File: src/rtl/sirius_axi_pkg.sv
// Shared types and constants for the AXI read-channel arbiter.
package sirius_axi_pkg;

  localparam int unsigned ADDR_W = 32;
  localparam int unsigned DATA_W = 32;
  localparam int unsigned LEN_W  = 8;
  localparam int unsigned ID_W   = 4;

  // Requester indices into the request/pick vectors
  localparam int unsigned REQ_INST = 0;
  localparam int unsigned REQ_DATA = 1;

  localparam logic [2:0] AXI_SIZE_4B    = 3'b010;
  localparam logic [1:0] AXI_BURST_INCR = 2'b01;
  localparam logic [1:0] AXI_RESP_OKAY  = 2'b00;

  typedef enum logic [1:0] {
    ST_IDLE = 2'd0,
    ST_ADDR = 2'd1,
    ST_DATA = 2'd2
  } arb_state_e;

  // Registered AR payload of the burst currently owned
  typedef struct packed {
    logic [ID_W-1:0]   id;
    logic [ADDR_W-1:0] addr;
    logic [LEN_W-1:0]  len;
  } ar_req_t;

endpackage

File: src/rtl/rr_arb2.sv
// Two-requester round-robin picker; on a tie the requester not granted last wins.
module rr_arb2
  import sirius_axi_pkg::*;
(
  input  logic [1:0] req,
  input  logic       last,
  output logic [1:0] pick
);

  // One-hot pick; a lone request always wins
  always_comb begin
    pick = 2'b00;
    if (req[REQ_INST] && req[REQ_DATA]) begin
      if (last == 1'(REQ_INST)) begin
        pick[REQ_DATA] = 1'b1;
      end else begin
        pick[REQ_INST] = 1'b1;
      end
    end else begin
      pick = req;
    end
  end

endmodule

File: src/rtl/axi_read_arbiter.sv
// Shares one AXI AR/R channel pair between instruction and data refill paths.
// One burst outstanding; owner keeps the channel until the rlast beat.
module axi_read_arbiter
  import sirius_axi_pkg::*;
#(
  parameter logic [ID_W-1:0] ID_INST = 4'd0,
  parameter logic [ID_W-1:0] ID_DATA = 4'd1
) (
  input  logic              clk,
  input  logic              rst,
  // instruction requester
  input  logic              i_req,
  input  logic [ADDR_W-1:0] i_addr,
  input  logic [LEN_W-1:0]  i_len,
  output logic              i_gnt,
  output logic              i_rvalid,
  output logic              i_rlast,
  // data requester
  input  logic              d_req,
  input  logic [ADDR_W-1:0] d_addr,
  input  logic [LEN_W-1:0]  d_len,
  output logic              d_gnt,
  output logic              d_rvalid,
  output logic              d_rlast,
  // shared beat data
  output logic [DATA_W-1:0] rdata_o,
  // AXI AR channel
  output logic [ID_W-1:0]   arid,
  output logic [ADDR_W-1:0] araddr,
  output logic [LEN_W-1:0]  arlen,
  output logic [2:0]        arsize,
  output logic [1:0]        arburst,
  output logic              arvalid,
  input  logic              arready,
  // AXI R channel
  input  logic [ID_W-1:0]   rid,
  input  logic [DATA_W-1:0] rdata,
  input  logic [1:0]        rresp,
  input  logic              rlast,
  input  logic              rvalid,
  output logic              rready,
  // sticky protocol error
  output logic              proto_err
);

  arb_state_e        state_q;
  arb_state_e        state_d;
  logic              owner_q;      // requester index of the current burst
  logic              last_q;       // requester index of the last completed burst
  ar_req_t           ar_q;
  ar_req_t           sel_req;
  logic [LEN_W-1:0]  beat_cnt_q;
  logic              proto_err_q;
  logic [1:0]        req;
  logic [1:0]        pick;
  logic              start;
  logic              ar_hs;
  logic              beat;
  logic              beat_err;

  // Gather requests into a vector indexed by requester
  always_comb begin
    req           = 2'b00;
    req[REQ_INST] = i_req;
    req[REQ_DATA] = d_req;
  end

  rr_arb2 u_rr_arb2 (
    .req  (req),
    .last (last_q),
    .pick (pick)
  );

  // AR payload of the picked requester
  always_comb begin
    sel_req = '{id: ID_INST, addr: i_addr, len: i_len};
    if (pick[REQ_DATA]) begin
      sel_req = '{id: ID_DATA, addr: d_addr, len: d_len};
    end
  end

  assign start = (state_q == ST_IDLE) && (|req);
  assign ar_hs = (state_q == ST_ADDR) && arready;
  assign beat  = (state_q == ST_DATA) && rvalid;

  // Beat is malformed if id, terminal position or response is wrong
  always_comb begin
    beat_err = 1'b0;
    if (rid != ar_q.id) begin
      beat_err = 1'b1;
    end
    if (rlast && (beat_cnt_q != ar_q.len)) begin
      beat_err = 1'b1;
    end
    if (!rlast && (beat_cnt_q == ar_q.len)) begin
      beat_err = 1'b1;
    end
    if (rresp != AXI_RESP_OKAY) begin
      beat_err = 1'b1;
    end
  end

  // State register
  always_ff @(posedge clk or posedge rst) begin
    if (rst) begin
      state_q <= ST_IDLE;
    end else begin
      state_q <= state_d;
    end
  end

  // Next-state logic
  always_comb begin
    state_d = state_q;
    unique case (state_q)
      ST_IDLE: if (|req) state_d = ST_ADDR;
      ST_ADDR: if (arready) state_d = ST_DATA;
      ST_DATA: if (rvalid && rlast) state_d = ST_IDLE;
      default: state_d = ST_IDLE;
    endcase
  end

  // Ownership, AR payload, beat counter and error flag
  always_ff @(posedge clk or posedge rst) begin
    if (rst) begin
      owner_q     <= 1'(REQ_INST);
      last_q      <= 1'(REQ_INST);
      ar_q        <= '0;
      beat_cnt_q  <= '0;
      proto_err_q <= 1'b0;
    end else begin
      if (start) begin
        owner_q <= pick[REQ_DATA];
        ar_q    <= sel_req;
      end
      if (ar_hs) begin
        beat_cnt_q <= '0;
      end else if (beat && (beat_cnt_q != '1)) begin
        beat_cnt_q <= beat_cnt_q + LEN_W'(1);
      end
      if (beat && beat_err) begin
        proto_err_q <= 1'b1;
      end
      if (beat && rlast) begin
        last_q <= owner_q;
      end
    end
  end

  // Channel handshakes and steering of grants and beats to the owner
  always_comb begin
    arvalid  = 1'b0;
    rready   = 1'b0;
    i_gnt    = 1'b0;
    d_gnt    = 1'b0;
    i_rvalid = 1'b0;
    d_rvalid = 1'b0;
    i_rlast  = 1'b0;
    d_rlast  = 1'b0;
    rdata_o  = '0;
    unique case (state_q)
      ST_ADDR: begin
        arvalid = 1'b1;
        if (arready) begin
          if (owner_q == 1'(REQ_DATA)) d_gnt = 1'b1;
          else                         i_gnt = 1'b1;
        end
      end
      ST_DATA: begin
        rready = 1'b1;
        if (rvalid) begin
          rdata_o = rdata;
          if (owner_q == 1'(REQ_DATA)) begin
            d_rvalid = 1'b1;
            d_rlast  = rlast;
          end else begin
            i_rvalid = 1'b1;
            i_rlast  = rlast;
          end
        end
      end
      default: ;
    endcase
  end

  assign arid      = ar_q.id;
  assign araddr    = ar_q.addr;
  assign arlen     = ar_q.len;
  assign arsize    = AXI_SIZE_4B;
  assign arburst   = AXI_BURST_INCR;
  assign proto_err = proto_err_q;

endmodule

File: config.mk
export PLATFORM = sky130hd
export DESIGN_NAME = axi_read_arbiter
export DESIGN_NICKNAME = d
export VERILOG_FILES = /design/src/rtl/sirius_axi_pkg.sv /design/src/rtl/rr_arb2.sv /design/src/rtl/axi_read_arbiter.sv
export SDC_FILE = /design/constraint.sdc
export NUM_CORES = 1
export LEC_CHECK = 0
export ABC_AREA = 1
export CORE_MARGIN = 3
export CORE_UTILIZATION = 36
export CTS_BUF_LIST = sky130_fd_sc_hd__clkbuf_8
export CTS_CLUSTER_DIAMETER = 80
export DETAILED_ROUTE_END_ITERATION = 8
export PLACE_DENSITY = 0.85
export SETUP_SLACK_MARGIN = 0.5
export SLEW_MARGIN = 20
export SYNTH_ARGS = -nofsm -noshare
export SYNTH_HDL_FRONTEND = slang
export SYNTH_HIERARCHICAL = 1
export SYNTH_SLANG_ARGS = --single-unit
File: constraint.sdc
create_clock -name clk -period 2.21 [get_ports clk]
set_input_delay 0.442 -clock clk [delete_from_list [all_inputs] [get_ports clk]]
set_output_delay 0.442 -clock clk [all_outputs]
set_load 0.01 [all_outputs]
==> results of run 1 <==
[cells in the final DEF, fill, tap and decap left out, drive strengths merged, types with 4 or more instances in the layout]
master / n
dlygate4sd2: 10
dlymetal6s2s: 11
nor2: 89
conb: 8
a21oi: 6
clkdlybuf4s50: 146
inv: 57
a31oi: 40
nand3: 11
nand2: 130
buf: 55
o21ai: 7
clkbuf: 8
dfrtp: 53
nor3: 4
[what timing repair did]
action	in CTS	in global routing
buffers inserted	4	2
hold buffers	0	0
gates cloned	0	5
setup endpoints to repair	50	84
pin swaps	1	3
gates resized for setup	146	89
[worst paths after layout]
| path | to | slack [ns] | cells after the start |
|---|---|---|---|
| min reg2reg | proto_err | 0.47 | 2 |
| min in group asynchronous | arlen[7] | 0.50 | 2 |
| min | proto_err | 0.47 | 2 |
| max in group asynchronous | owner_q | 1.17 | 3 |
| max | rdata_o[11] | 0.29 | 5 |
| max reg2reg | beat_cnt_q[6] | 0.68 | 9 |
[routing by layer]
layer | track usage [%] | part of all wire [%] | vias up
met3 | 5.50 | 7.5 | 17
met2 | 37.5 | 51 | 153
met4 | 5.43 | 2.1 | 0
met5 | 0 | 0 | -
li1 | - | - | 1757
met1 | 23.2 | 39 | 1614
[registers in the layout (all words and copies together), names as in the netlist]
name,count
beat_cnt_q,8
proto_err,1
state_q,2
owner_q,1
last_q,1
araddr,32
arlen,8
[cell type report]
cell class,instances,area share [%]
clock buffer,5,1.23
sequential,53,23.8
tap,102,2.29
multi-input combinational,302,27.2
inverter,58,4.10
clock inverter,3,0.785
timing repair buffer,228,40.7
[power groups by stage]
stage	Clock (W)	Combinational, W	Sequential, W
detailed placement	0	0.00295	0.00172
finish	0.000678	0.00308	0.00169
CTS	0.000691	0.00293	0.00170
global placement	0	0.00288	0.00170
global route	0.000725	0.00334	0.00174
floorplan	0	0.00124	0.00185
[tightest hold or removal path: stages, from the launching register on]
cell and delay [ns]:
dfrtp_1 0.35, inv_1 0.04, nand2_1 0.05
[per-stage QoR]
stage               hold WS (ns)  total power [W]
finish                     0.474          0.00545
global route               0.528          0.00581
CTS                        0.476          0.00531
detailed placement         0.449          0.00467
global placement           0.453          0.00458
floorplan                  0.453          0.00309
==> results.sh, run 1 <==
export IMPL_fin_area_sq_mm=0.00558
export IMPL_clkPwrFrac_pct=12.5
export IMPL_dr_pass1_iters=4
export IMPL_criticalPathCategory="reg -> out"
export IMPL_drv_slew=0
export IMPL_crit_family="flip-flops"
export IMPL_syn_area_per_cell_sq_um=6.95
export IMPL_drc=0
export IMPL_cp_max_fo=8
export IMPL_tightestPinTransition_ns=0.510
export IMPL_fin_cells=751
export IMPL_fin_skew_ns=0.0138
export IMPL_grt_pass1_vias=3323
export IMPL_pwr_density_cell_mw_per_mm2=976
export IMPL_finalSetupTns_ns=0
export IMPL_core_sq_mm=0.00797
export IMPL_die_area_sq_mm=0.00960
export IMPL_track_usage_pct=20.4
export IMPL_outcome="finished clean"
export IMPL_clockRootBuffer="clkbuf_8"
export IMPL_place_gp_congestion=0.825
export IMPL_seqCellArea_sq_mm=0.00133
export IMPL_dp_cells=732
export IMPL_grt_overflow=0
export IMPL_drtIter0Drc=77
export IMPL_port_buffers=206
export IMPL_multi_input_area_sq_mm=0.00152
export IMPL_worst_ep_arrival_time_ns=1.47
export IMPL_vias_per_cell=4.72
export IMPL_grt_max_degree=43
export IMPL_pwr_share_seq_pct=31.0
export IMPL_slowest_delay_ns=0.43
export IMPL_p_leak_nw=2.70
export IMPL_maxCapViolCount=0
export IMPL_start_util_pct=38.2
export IMPL_netlist_instances=438
export IMPL_hold_start="proto_err"
export IMPL_fill_cells=592
export IMPL_drt_wl_total_microns=10900
export IMPL_slowest_stage="dfrtp_1"
export IMPL_die_h_microns=98.0
export IMPL_dp_slack_ns=-0.130
export IMPL_relSlewSlack_pct=65.9
export IMPL_dp_hpwl_microns=8200
export IMPL_hold_path_class="reg -> reg"
export IMPL_path_cells="nor2_4, nand2_4, clkbuf_16, nor2_2, buf_2"
export IMPL_sw_frac_of_total_pct=39.7
export IMPL_syn_area_sq_mm=0.00304
export IMPL_placed_area_sq_mm=0.00525
export IMPL_rsz0062_at_grt="true"
export IMPL_ant_nets=0
export IMPL_finalSetupViolCount=0
export IMPL_fin_crit_ns=1.92
export IMPL_cts_htree_levels=2
export IMPL_nets=774
export IMPL_die_w_microns=98.0
export IMPL_ioPinCount=215
export IMPL_p_sw_w=0.00216
export IMPL_antennaDiodeCount=0
export IMPL_post_drt_wl_per_cell_microns=14.6
export IMPL_clkSlewWorstSetupHoldPaths_ns=0.10
export IMPL_period_share_pct=86.7
export IMPL_cts_sinks=53
export IMPL_critPathCaptureType="primary output"
export IMPL_critPathLaunch="state_q[0]"
export IMPL_num_vias=3541
export IMPL_p_int_w=0.00329
export IMPL_fmax_mhz=522
export IMPL_irDropWorstVdd_uv=502
export IMPL_cts_buffers=5
export IMPL_ys_warn_count=6
export IMPL_reg2reg_from="beat_cnt_q[1]"
export IMPL_grt_pass1_wl_microns=16100
export IMPL_cp_start_kind="flip-flop"
export IMPL_antenna_found_initial=0
export IMPL_worst_slack_ns=0.295
export IMPL_clk_insertion_delay_late_ns=0.31
export IMPL_cts_tree="done"
export IMPL_cp_num_buf_inv=2
export IMPL_cts_max_path_buffers=2
export IMPL_drive_above_1_share_pct=17.4
export IMPL_hold_viol_final=0
export IMPL_num_rows=32
export IMPL_combinationalPowerShare_pct=56.6
export IMPL_syn_to_final_growth_pct=83.3
export IMPL_fin_util_pct=70.0
export IMPL_required_ns=1.77
No activity file was read; power rests on OpenSTA's default activity.
==> run 2, diff against run 1 <==
GPL_TIMING_DRIVEN = 0   (was default)
SKIP_LAST_GASP = 1   (was default)
==> run 2 against run 1 <==
  * Via count increased by 3.4%
  * Sequential share of layout area increased by 0.30 points
  * Cell count increased by 3.1%
  * Sequential power about the same
  * Worst hold slack improved by 0.026 ns
  * Routed wire length decreased by 0.74%
  * Largest cell class unchanged
==> results.sh, run 2 (same netlist as run 1, synthesis figures left out) <==
export IMPL_drtIter0Drc=96
export IMPL_drt_wl_total_microns=10900
export IMPL_clkPwrFrac_pct=11.2
export IMPL_antenna_found_initial=0
export IMPL_hold_path_class="reg -> reg"
export IMPL_drive_above_1_share_pct=18.0
export IMPL_pwr_share_seq_pct=30.8
export IMPL_grt_overflow=0
export IMPL_clkSlewWorstSetupHoldPaths_ns=0.09
export IMPL_combinationalPowerShare_pct=57.9
export IMPL_track_usage_pct=22.1
export IMPL_num_vias=3663
export IMPL_port_buffers=206
export IMPL_period_share_pct=84.4
export IMPL_pwr_density_cell_mw_per_mm2=988
export IMPL_drc=0
export IMPL_ioPinCount=215
export IMPL_cts_buffers=5
export IMPL_fin_skew_ns=0.0110
export IMPL_die_h_microns=98.0
export IMPL_maxCapViolCount=0
export IMPL_vias_per_cell=4.73
export IMPL_final_cell_mix="152 x clkdlybuf4s50_1, 126 x nand2_1, 77 x nor2_1"
export IMPL_nets=797
export IMPL_fmax_mhz=536
export IMPL_criticalPathCategory="reg -> out"
export IMPL_outcome="finished clean"
export IMPL_place_gp_congestion=0.847
export IMPL_worstHoldPathCells=2
export IMPL_start_util_pct=38.2
export IMPL_post_drt_wl_per_cell_microns=14.0
export IMPL_rsz0062_at_grt="true"
export IMPL_hold_viol_final=0
export IMPL_largest_reg_flops=32
export IMPL_die_area_sq_mm=0.00960
export IMPL_ant_nets=0
export IMPL_cts_sinks=53
export IMPL_clk_insertion_delay_late_ns=0.30
export IMPL_cts_hold_buf=0
export IMPL_fin_area_sq_mm=0.00551
export IMPL_critPathCaptureType="primary output"
export IMPL_grt_max_degree=35
export IMPL_num_rows=32
export IMPL_grt_pass1_vias=3708
export IMPL_finalSetupTns_ns=0
export IMPL_placed_area_sq_mm=0.00528
export IMPL_ff2ff_path_depth=9
export IMPL_required_ns=1.77
export IMPL_worst_ep_arrival_time_ns=1.42
export IMPL_p_sw_w=0.00218
export IMPL_p_leak_nw=2.74
export IMPL_antennaDiodeCount=0
export IMPL_die_w_microns=98.0
export IMPL_layout_commonest_cell="clkdlybuf4s50_1"
export IMPL_cts_tree="done"
export IMPL_finalSetupViolCount=0
export IMPL_cts_htree_levels=2
export IMPL_irDropWorstVdd_uv=574
export IMPL_dp_hpwl_microns=8560
export IMPL_syn_to_final_growth_pct=81.0
export IMPL_grt_pass1_wl_microns=17700
export IMPL_dr_pass1_iters=4
export IMPL_core_sq_mm=0.00797
export IMPL_sw_frac_of_total_pct=40.0
export IMPL_cp_start_kind="flip-flop"
export IMPL_clockRootBuffer="clkbuf_8"
export IMPL_cts_max_path_buffers=2
export IMPL_p_int_w=0.00327
export IMPL_cp_max_fo=10
export IMPL_hold_slack_ns=0.500
export IMPL_fin_crit_ns=1.86
export IMPL_drv_slew=0
## run 2: cell types whose count changed in the layout (fill, tap and decap cells not counted), moves of 4 or more
cell / delta
buf_2: +15
nor2_2: -8
nor2_1: +18
dlymetal6s2s_1: -4
buf_6: -7
clkdlybuf4s50_1: +6
nor2_4: -10
clkbuf_2: +8
clkbuf_4: +4
buf_4: +7
## run 2: critical path: stages, from the launching register on
cell and delay (ns):
dfrtp_1 0.43, nor2_4 0.13, nand2_4 0.11, buf_8 0.16, nor2_1 0.08, clkdlybuf4s15_2 0.22
## run 2: metal layers
metal | up-vias | share of wire [%] | wire length (microns) | track usage [%]
met4 | 0 | 1.3 | 143 | 3.73
met1 | 1680 | 38 | 4110 | 24.8
met5 | - | 0 | 0 | 0
li1 | 1809 | - | - | -
met2 | 160 | 52 | 5700 | 41.6
met3 | 14 | 8.4 | 916 | 6.36
## run 2: repair_timing
action                     CTS  global route
gates cloned                 0             0
setup buffers               11             2
resized for setup          182            57
setup endpoints to repair   90            87
pin swaps                    4             5
## run 2: cell type report
type / count / area [sq um]
Fill cell: 667 / 2460
Clock buffer: 7 / 96.3
Timing Repair Buffer: 220 / 2040
Inverter: 58 / 236
Sequential cell: 53 / 1330
Clock inverter: 1 / 8.76
Buffer: 31 / 241
Tap cell: 102 / 128
Multi-Input combinational cell: 302 / 1430
## run 2: worst paths after layout
check / to / slack [ns] / from
min in group asynchronous: araddr[31] / 0.51 / rst
max: rdata_o[13] / 0.35 / state_q[0]
max in group asynchronous: owner_q / 1.17 / rst
min reg2reg: proto_err / 0.50 / proto_err
min: proto_err / 0.50 / proto_err
max reg2reg: beat_cnt_q[2] / 0.63 / beat_cnt_q[1]
## run 2: stage by stage
step           utilization, %  setup slack [ns]  power (W)  std cells
4_1_cts                  68.3             0.275    0.00539        772
5_1_grt                  69.2             0.268    0.00585        774
3_5_place_dp             66.3            -0.265    0.00468        753
6_report                 69.2             0.345    0.00544        774
3_3_place_gp             66.0            -0.222    0.00459        752
2_1_floorplan               -             0.655    0.00309        444
## run 2: power by group through the flow
stage               clock network (W)  logic, W  registers (W)
finish                       0.000612   0.00315        0.00168
detailed placement                  0   0.00296        0.00173
global placement                    0   0.00288        0.00171
floorplan                           0   0.00124        0.00185
CTS                          0.000621   0.00308        0.00168
global route                 0.000663   0.00346        0.00173
